## config.mk

```make
export PLATFORM = sky130hd
export DESIGN_NAME = dmem_ctrl
export DESIGN_NICKNAME = d
export VERILOG_FILES = /design/src/rtl/dmem_ctrl_pkg.sv /design/src/rtl/dmem_ctrl.sv
export SDC_FILE = /design/constraint.sdc
export NUM_CORES = 1
export LEC_CHECK = 0
export CORE_ASPECT_RATIO = 1.75
export CORE_MARGIN = 1
export CORE_UTILIZATION = 36
export CTS_BUF_LIST = sky130_fd_sc_hd__clkbuf_4 sky130_fd_sc_hd__clkbuf_8
export DETAILED_ROUTE_END_ITERATION = 16
export PLACE_DENSITY_LB_ADDON = 0.2
export SYNTH_ARGS = -nofsm -noshare
export SYNTH_HDL_FRONTEND = slang
export SYNTH_SLANG_ARGS = --single-unit
```

## constraint.sdc

```tcl
create_clock -name clk -period 1.9 [get_ports clk]
set_clock_uncertainty 0.05 [all_clocks]
set_input_delay 0.19 -clock clk [delete_from_list [all_inputs] [get_ports clk]]
set_output_delay 0.19 -clock clk [all_outputs]
set_load 0.01 [all_outputs]
```

## src/rtl/dmem_ctrl_pkg.sv

```systemverilog
// Shared definitions for the data-side memory controller: state encodings,
// bus transfer sizes, the kseg0/kseg1 physical mask and the two small
// helpers that turn MEM-stage byte enables and virtual addresses into
// bus-side size and physical address.
package dmem_ctrl_pkg;

  typedef enum logic [2:0] {
    S_IDLE  = 3'd0,
    S_REQ   = 3'd1,
    S_WAIT  = 3'd2,
    S_DONE  = 3'd3,
    S_DRAIN = 3'd4
  } dmem_state_e;

  localparam logic [1:0]  SIZE_BYTE = 2'd0;
  localparam logic [1:0]  SIZE_HALF = 2'd1;
  localparam logic [1:0]  SIZE_WORD = 2'd2;
  localparam logic [31:0] KSEG_MASK = 32'h1FFF_FFFF;

  // Only aligned patterns reach us: full word, either half, or one byte.
  function automatic logic [1:0] sel2size(input logic [3:0] sel);
    case (sel)
      4'b1111:         sel2size = SIZE_WORD;
      4'b0011, 4'b1100: sel2size = SIZE_HALF;
      default:         sel2size = SIZE_BYTE;
    endcase
  endfunction

  // kseg0/kseg1 are unmapped windows onto the low 512 MB.
  function automatic logic [31:0] map_addr(input logic [31:0] a, input logic en);
    if (en && a[31:30] == 2'b10) map_addr = a & KSEG_MASK;
    else                         map_addr = a;
  endfunction

endpackage

```

## src/rtl/dmem_ctrl.sv

```systemverilog
// dmem_ctrl: sequences one MEM-stage load/store at a time onto the sram-like
// data bus (req/addr_ok/data_ok) and stalls the pipeline until it completes.
// Ports:
//   clk, rst                 clock, synchronous active-high reset
//   mem_en_i/wr_i/sel_i      MEM-stage access request, direction, byte enables
//   mem_addr_i/wdata_i       virtual address, lane-replicated store data
//   flush_i                  exception flush; aborts or drains the access
//   stall_o                  hold IF..MEM while an access is in flight
//   rdata_o/rdata_valid_o    last load word; valid in the completion cycle
//   data_*                   sram-like bus towards the AXI bridge
module dmem_ctrl
  import dmem_ctrl_pkg::*;
#(
  parameter bit MAP_KSEG = 1'b1
) (
  input  logic        clk,
  input  logic        rst,
  input  logic        mem_en_i,
  input  logic        mem_wr_i,
  input  logic [3:0]  mem_sel_i,
  input  logic [31:0] mem_addr_i,
  input  logic [31:0] mem_wdata_i,
  input  logic        flush_i,
  output logic        stall_o,
  output logic [31:0] rdata_o,
  output logic        rdata_valid_o,
  output logic        data_req,
  output logic        data_wr,
  output logic [1:0]  data_size,
  output logic [31:0] data_addr,
  output logic [31:0] data_wdata,
  input  logic [31:0] data_rdata,
  input  logic        data_addr_ok,
  input  logic        data_data_ok
);

  dmem_state_e state, state_n;
  logic        start;
  logic        rsp_load;

  // sel==0 marks an address exception: nothing goes to the bus.
  assign start         = (state == S_IDLE) && mem_en_i && (mem_sel_i != 4'b0000) && !flush_i;
  assign stall_o       = start || (state == S_REQ) || (state == S_WAIT) || (state == S_DRAIN);
  assign rdata_valid_o = (state == S_DONE);

  // A load response that belongs to a live instruction; drained ones are dropped.
  assign rsp_load = data_data_ok && !data_wr &&
                    (((state == S_REQ) && data_addr_ok) || (state == S_WAIT));

  always_comb begin
    state_n = state;
    case (state)
      S_IDLE: if (start) state_n = S_REQ;
      S_REQ: begin
        if (flush_i) begin
          // Accepted but unanswered requests must still be drained.
          if (data_addr_ok && !data_data_ok) state_n = S_DRAIN;
          else                               state_n = S_IDLE;
        end else if (data_addr_ok) begin
          state_n = data_data_ok ? S_DONE : S_WAIT;
        end
      end
      S_WAIT: begin
        if (flush_i)           state_n = data_data_ok ? S_IDLE : S_DRAIN;
        else if (data_data_ok) state_n = S_DONE;
      end
      // The instruction still sits in MEM here, so mem_en_i must not restart it.
      S_DONE:  state_n = S_IDLE;
      S_DRAIN: if (data_data_ok) state_n = S_IDLE;
      default: state_n = S_IDLE;
    endcase
  end

  always_ff @(posedge clk) begin
    if (rst) begin
      state      <= S_IDLE;
      data_req   <= 1'b0;
      data_wr    <= 1'b0;
      data_size  <= SIZE_BYTE;
      data_addr  <= '0;
      data_wdata <= '0;
      rdata_o    <= '0;
    end else begin
      state    <= state_n;
      // The request is up for exactly the cycles spent in REQ.
      data_req <= (state_n == S_REQ);
      if (start) begin
        data_wr    <= mem_wr_i;
        data_size  <= sel2size(mem_sel_i);
        data_addr  <= map_addr(mem_addr_i, MAP_KSEG);
        data_wdata <= mem_wdata_i;
      end
      if (rsp_load) rdata_o <= data_rdata;
    end
  end

endmodule

```

After elaboration in Yosys (flattened, before gate mapping)
Index checks and enable logic that the tools add are counted.
Storage, ports and cells
  flip-flop bits (word level): 103
  input port bits: 107
  output and inout port bits: 102
  logic and storage cells: 45
Operators by class
  equal/unequal tests: 9
  multiplexer cells: 12
  reductions and logical operators: 17
Operators by type and width (number)
  32-bit 2-to-1 mux: 1
  3-bit 2-to-1 mux: 8
  3-bit one-hot mux with 4 select lines: 1
  4-bit equality test, second input constant: 2
  1-bit logical AND: 7
  3-bit by 1-bit equality test with 1-bit output, second input constant: 2
  3-bit by 2-bit equality test with 1-bit output, second input constant: 2
  4-bit by 2-bit equality test with 1-bit output, second input constant: 1
  1-bit logical OR: 4
  2-bit one-hot mux with 2 select lines: 1
  4-bit nonzero test: 1
  3-bit equality test, second input constant: 1
  1-bit logical NOT: 3
  3-bit logical NOT: 1
  2-bit equality test, second input constant: 1
  2-bit OR reduction: 1
  1-bit 2-to-1 mux: 1

Longest topological paths before layout
  word-level depth: 7
  gate-level depth with buffers: 8
  mapped depth without buffers: 4

Least setup slack after synthesis
OpenSTA, ideal clock, no wires.
  path type: flip-flop to output port
  start: register state[2]
  end: output stall_o
  arrival time: 1.729 ns
  required time: 1.660 ns
  slack: -0.069 ns
  stages on the path, launching flop included: 8
  buffers on the path: 4
  cell sequence: dfxtp_1 -> buf_6 -> or4b_4 -> or3_1 -> clkbuf_1 -> buf_6 -> buf_6 -> nand2_1
On the way
  word-level cells in the longest chain between the ends: 7
  elaborated cells between the ends (all ways): 10
  classes of those cells: eq/ne (3); reduce/logical (7)
RTL lines
  from (decl): line dmem_ctrl.sv:37  | dmem_state_e state, state_n;
  from (signal assigned): line dmem_ctrl.sv:84  | state <= state_n;
  3-bit logical NOT: line dmem_ctrl.sv:42  | assign start = (state == S_IDLE) && mem_en_i && (mem_sel_i != 4'b0000) && !flush_i;
  1-bit logical AND (3 in a row): line dmem_ctrl.sv:42
  1-bit logical OR (2 in a row): line dmem_ctrl.sv:43  | assign stall_o = start || (state == S_REQ) || (state == S_WAIT) || (state == S_DRAIN);
  1-bit logical OR *: line dmem_ctrl.sv:43
  to (decl): line dmem_ctrl.sv:24  | output logic stall_o,
Every way passes the cells marked *; elsewhere a longest branch is shown, timed or not.

Final worst setup path
  start: register state[0]
  end: output stall_o
The elaborated chain is that of the path after synthesis.

==> reports/metrics.yaml <==
power:
  totalPowerFinal_mw: 4.404
  peakVddDrop_v: 0.0004698
  p_leak_nw: 2.237
  power_density_nw_per_um2: 695.3
die:
  die_h_um: 136.6
  initial_core_util_pct: 37.40
  core_sq_um: 9970
  dieArea_sq_um: 10780
  rows: 48
  die_w_um: 78.93
  io_pins: 209
layout:
  antenna_cells: 0
  num-fill-cells: 874
  layout_commonest_cell: "clkdlybuf4s50_1"
  final_cell_mix: "205 x clkdlybuf4s50_1, 194 x nand2_1, 102 x a21oi_1"
  final_nets: 789
  fin_area_sq_um: 6335
  area_delta_synth_final_pct: 69.90
  drive_gt1_share_pct: 7.434
clock_tree:
  htreeDepth: 3
  worstSkewPairLatency_ns: 0.37
  cts.path.max_buffers: 2
  holdBufCountCts: 0
  cts_inserted_buffers: 9
  cts-root-buf: "clkbuf_8"
  cts_tree: "yes"
  cts_sinks: 103
  path_clk_slew_ns: 0.09
synthesis:
  synth-seq-cells: 103
  syn-num-nets: 578
  yosysWarnings: 0
  synthCells: 471
  avgSynthCellArea_sq_um: 7.916
  synth_area_sq_um: 3729
  synth_top_cell_by_area: "dfxtp_1"
  netlist_top_cells_area: "dfxtp_1 55%, nand2_1 20%, a21oi_1 14%"
  yosysTopAreaCellShare_pct: 55.30
  yosysUniqueCellTypes: 28
  yosysSeqAreaShare_pct: 55.30
global_route:
  grt_pass1_wl_um: 17570
  grt_overflow_total: 0
  grt_pass1_vias: 3754
  antenna_found_initial: 0
  grt.total_usage_pct: 21.05
  grt_max_degree: 67
placement:
  dpl.hpwl_um: 7723
  globalplace.congestion: 0.8226
  io_buffer_count: 208
  place_area_sq_um: 5992
setup_path:
  crit_type: "flop to primary output"
  reg2reg_to: "data_addr[28]$_SDFFE_PP0P_"
  arrival_ns: 1.80
  required_ns: 1.66
  path_cells: "or4b_4 > or3_4 > nand2_4 > buf_6"
  cpMaxStageDelayCell: "or4b_4"
  crit_path_start_kind: "flop"
  worst_r2r_path_depth: 5
  slowest_delay_ns: 0.53
  reg2reg_slack_ns: -0.08
  crit_fanout: 2
  rr_startpoint: "state[0]$_SDFF_PP0_"
  end_kind: "primary output"
timing:
  rsz0062_at_grt: "yes"
  setup_violations: 53
  relSlewSlack_pct: 56.51
  clock.fmax_mhz: 490.0
  report.final.slew_viol_count: 0
  worstMarginPinSlew_ns: 0.6524
  postLayoutSetupSlackWorst_ns: -0.1409
  hold_viol: 0
  period_share_pct: 107.4
  min_period_ns: 2.041
detailed_routing:
  drt-total-wl_um: 11510
  dr.first_iter.drc_count: 145
  topRoutingLayerUsed: "met4"
  drc_errors: 0
  post_drt_wl_per_cell_um: 14.19
  routed-wl-met3_um: 800
  wl_met2_um: 6082
  first_pass_iters: 4
  wl_met1_um: 4311
  postRouteAntennaNets: 0
  vias_per_cell: 4.769
  vias: 3868
hold_path:
  hold_start: "rst"
  hold_depth: 4
  min-delay-path-class: "input port to flop"
  hold_end: "state[0]$_SDFF_PP0_"
run:
  max_cap_viol_count: 0
run_status:
  outcome: "finished with violations"
  violations: "setup timing"
==> cells in the mapped netlist <==
| library cell | n |
|---|---|
| nor3_1 | 2 |
| nand2_1 | 195 |
| or3_1 | 1 |
| a21oi_1 | 102 |
| buf_6 | 5 |
| clkbuf_1 | 21 |
| a2111o_1 | 1 |
| nand3_1 | 2 |
| a2111oi_2 | 1 |
| nand3b_1 | 1 |
| nand4_1 | 1 |
| or4b_4 | 1 |
| and2_1 | 2 |
| o22a_1 | 1 |
| nor2_1 | 6 |
| o31ai_1 | 1 |
| dfxtp_1 | 103 |
| nor2b_1 | 3 |
| and3_1 | 1 |
| buf_4 | 2 |
| nor3_2 | 1 |
| a2bb2oi_1 | 2 |
| buf_2 | 6 |
| a211oi_1 | 2 |
| nand2b_1 | 3 |
| inv_1 | 1 |
| nor4_1 | 2 |
| o21ai_0 | 2 |
==> through the flow <==
stage | setup WS (ns) | setup TNS [ns] | hold slack, ns | util [%] | cells
2_1_floorplan | -0.02894 | -0.3873 | 0.2193 | - | 471
3_3_place_gp | -0.5304 | -32.20 | 0.3883 | 60.10 | 789
3_5_place_dp | -0.5556 | -35.38 | 0.3952 | 60.10 | 789
4_1_cts | -0.1808 | -3.120 | 0.09516 | 62.95 | 809
5_1_grt | -0.1735 | -5.167 | 0.1341 | 63.54 | 811
6_report | -0.1409 | -2.010 | 0.1083 | 63.54 | 811
==> cell type report <==
type | instances | area [sq um] | area share (%)
multi-input cells | 333 | 1516 | 23.94
well taps | 125 | 156.4 | 2.469
clock buffers | 10 | 131.4 | 2.074
inverters | 1 | 3.754 | 0.05925
clock inverters | 5 | 60.06 | 0.9481
repair buffers | 234 | 2402 | 37.92
flip-flops and latches | 103 | 2064 | 32.59
==> cell families (layout without fill, tap and decap cells) <==
family	after synthesis	count (layout)	share of synthesized area, %
compound gates	112	112	15.97
buf+inv	35	250	4.933
flops	103	103	55.30
simple gates	221	221	23.79
==> how the worst max path moves through the flow <==
| stage | end | startpoint | cells after the start | slack, ns |
|---|---|---|---|---|
| 6_report | stall_o | state[0]$_SDFF_PP0_ | 4 | -0.14 |
| 5_1_grt | stall_o | state[0]$_SDFF_PP0_ | 4 | -0.17 |
| 4_1_cts | stall_o | state[0]$_SDFF_PP0_ | 4 | -0.18 |
| 3_5_place_dp | stall_o | mem_en_i | 5 | -0.56 |
| 3_3_place_gp | stall_o | mem_en_i | 5 | -0.53 |
| 2_1_floorplan | stall_o | state[2]$_SDFF_PP0_ | 7 | -0.03 |
==> registers in the layout, indices dropped and copies added (netlist names) <==
name / flops
data_size: 2
data_wdata: 32
data_req: 1
state: 3
data_wr: 1
data_addr: 32
rdata_o: 32
==> report_power, final <==
group	switching, mW	internal [mW]	total (mW)
combinational	0.304	0.456	0.760
clock	0.748	0.616	1.36
sequential	0.0400	2.24	2.28
==> critical path, delay by kind of cell, from the launching register on <==
family / cells / cell delay [ns]
flops: 1 / 0.33
simple gates: 3 / 1.01
buf+inv: 1 / 0.09
==> repair_timing <==
item | CTS | global route
gates resized for setup | 13 | 3
cloned | 2 | 2
endpoints found under the setup margin | 69 | 69
buffers inserted | 3 | 0
hold endpoints to repair | 0 | 0
pin swaps | 1 | 2
==> routing by layer <==
layer	vias up	global-route usage, %
met5	-	0
met4	0	10.20
met3	20	5.933
met2	145	38.12
met1	1750	22.02
li1	1953	-
(Power assumes the default switching activity.)
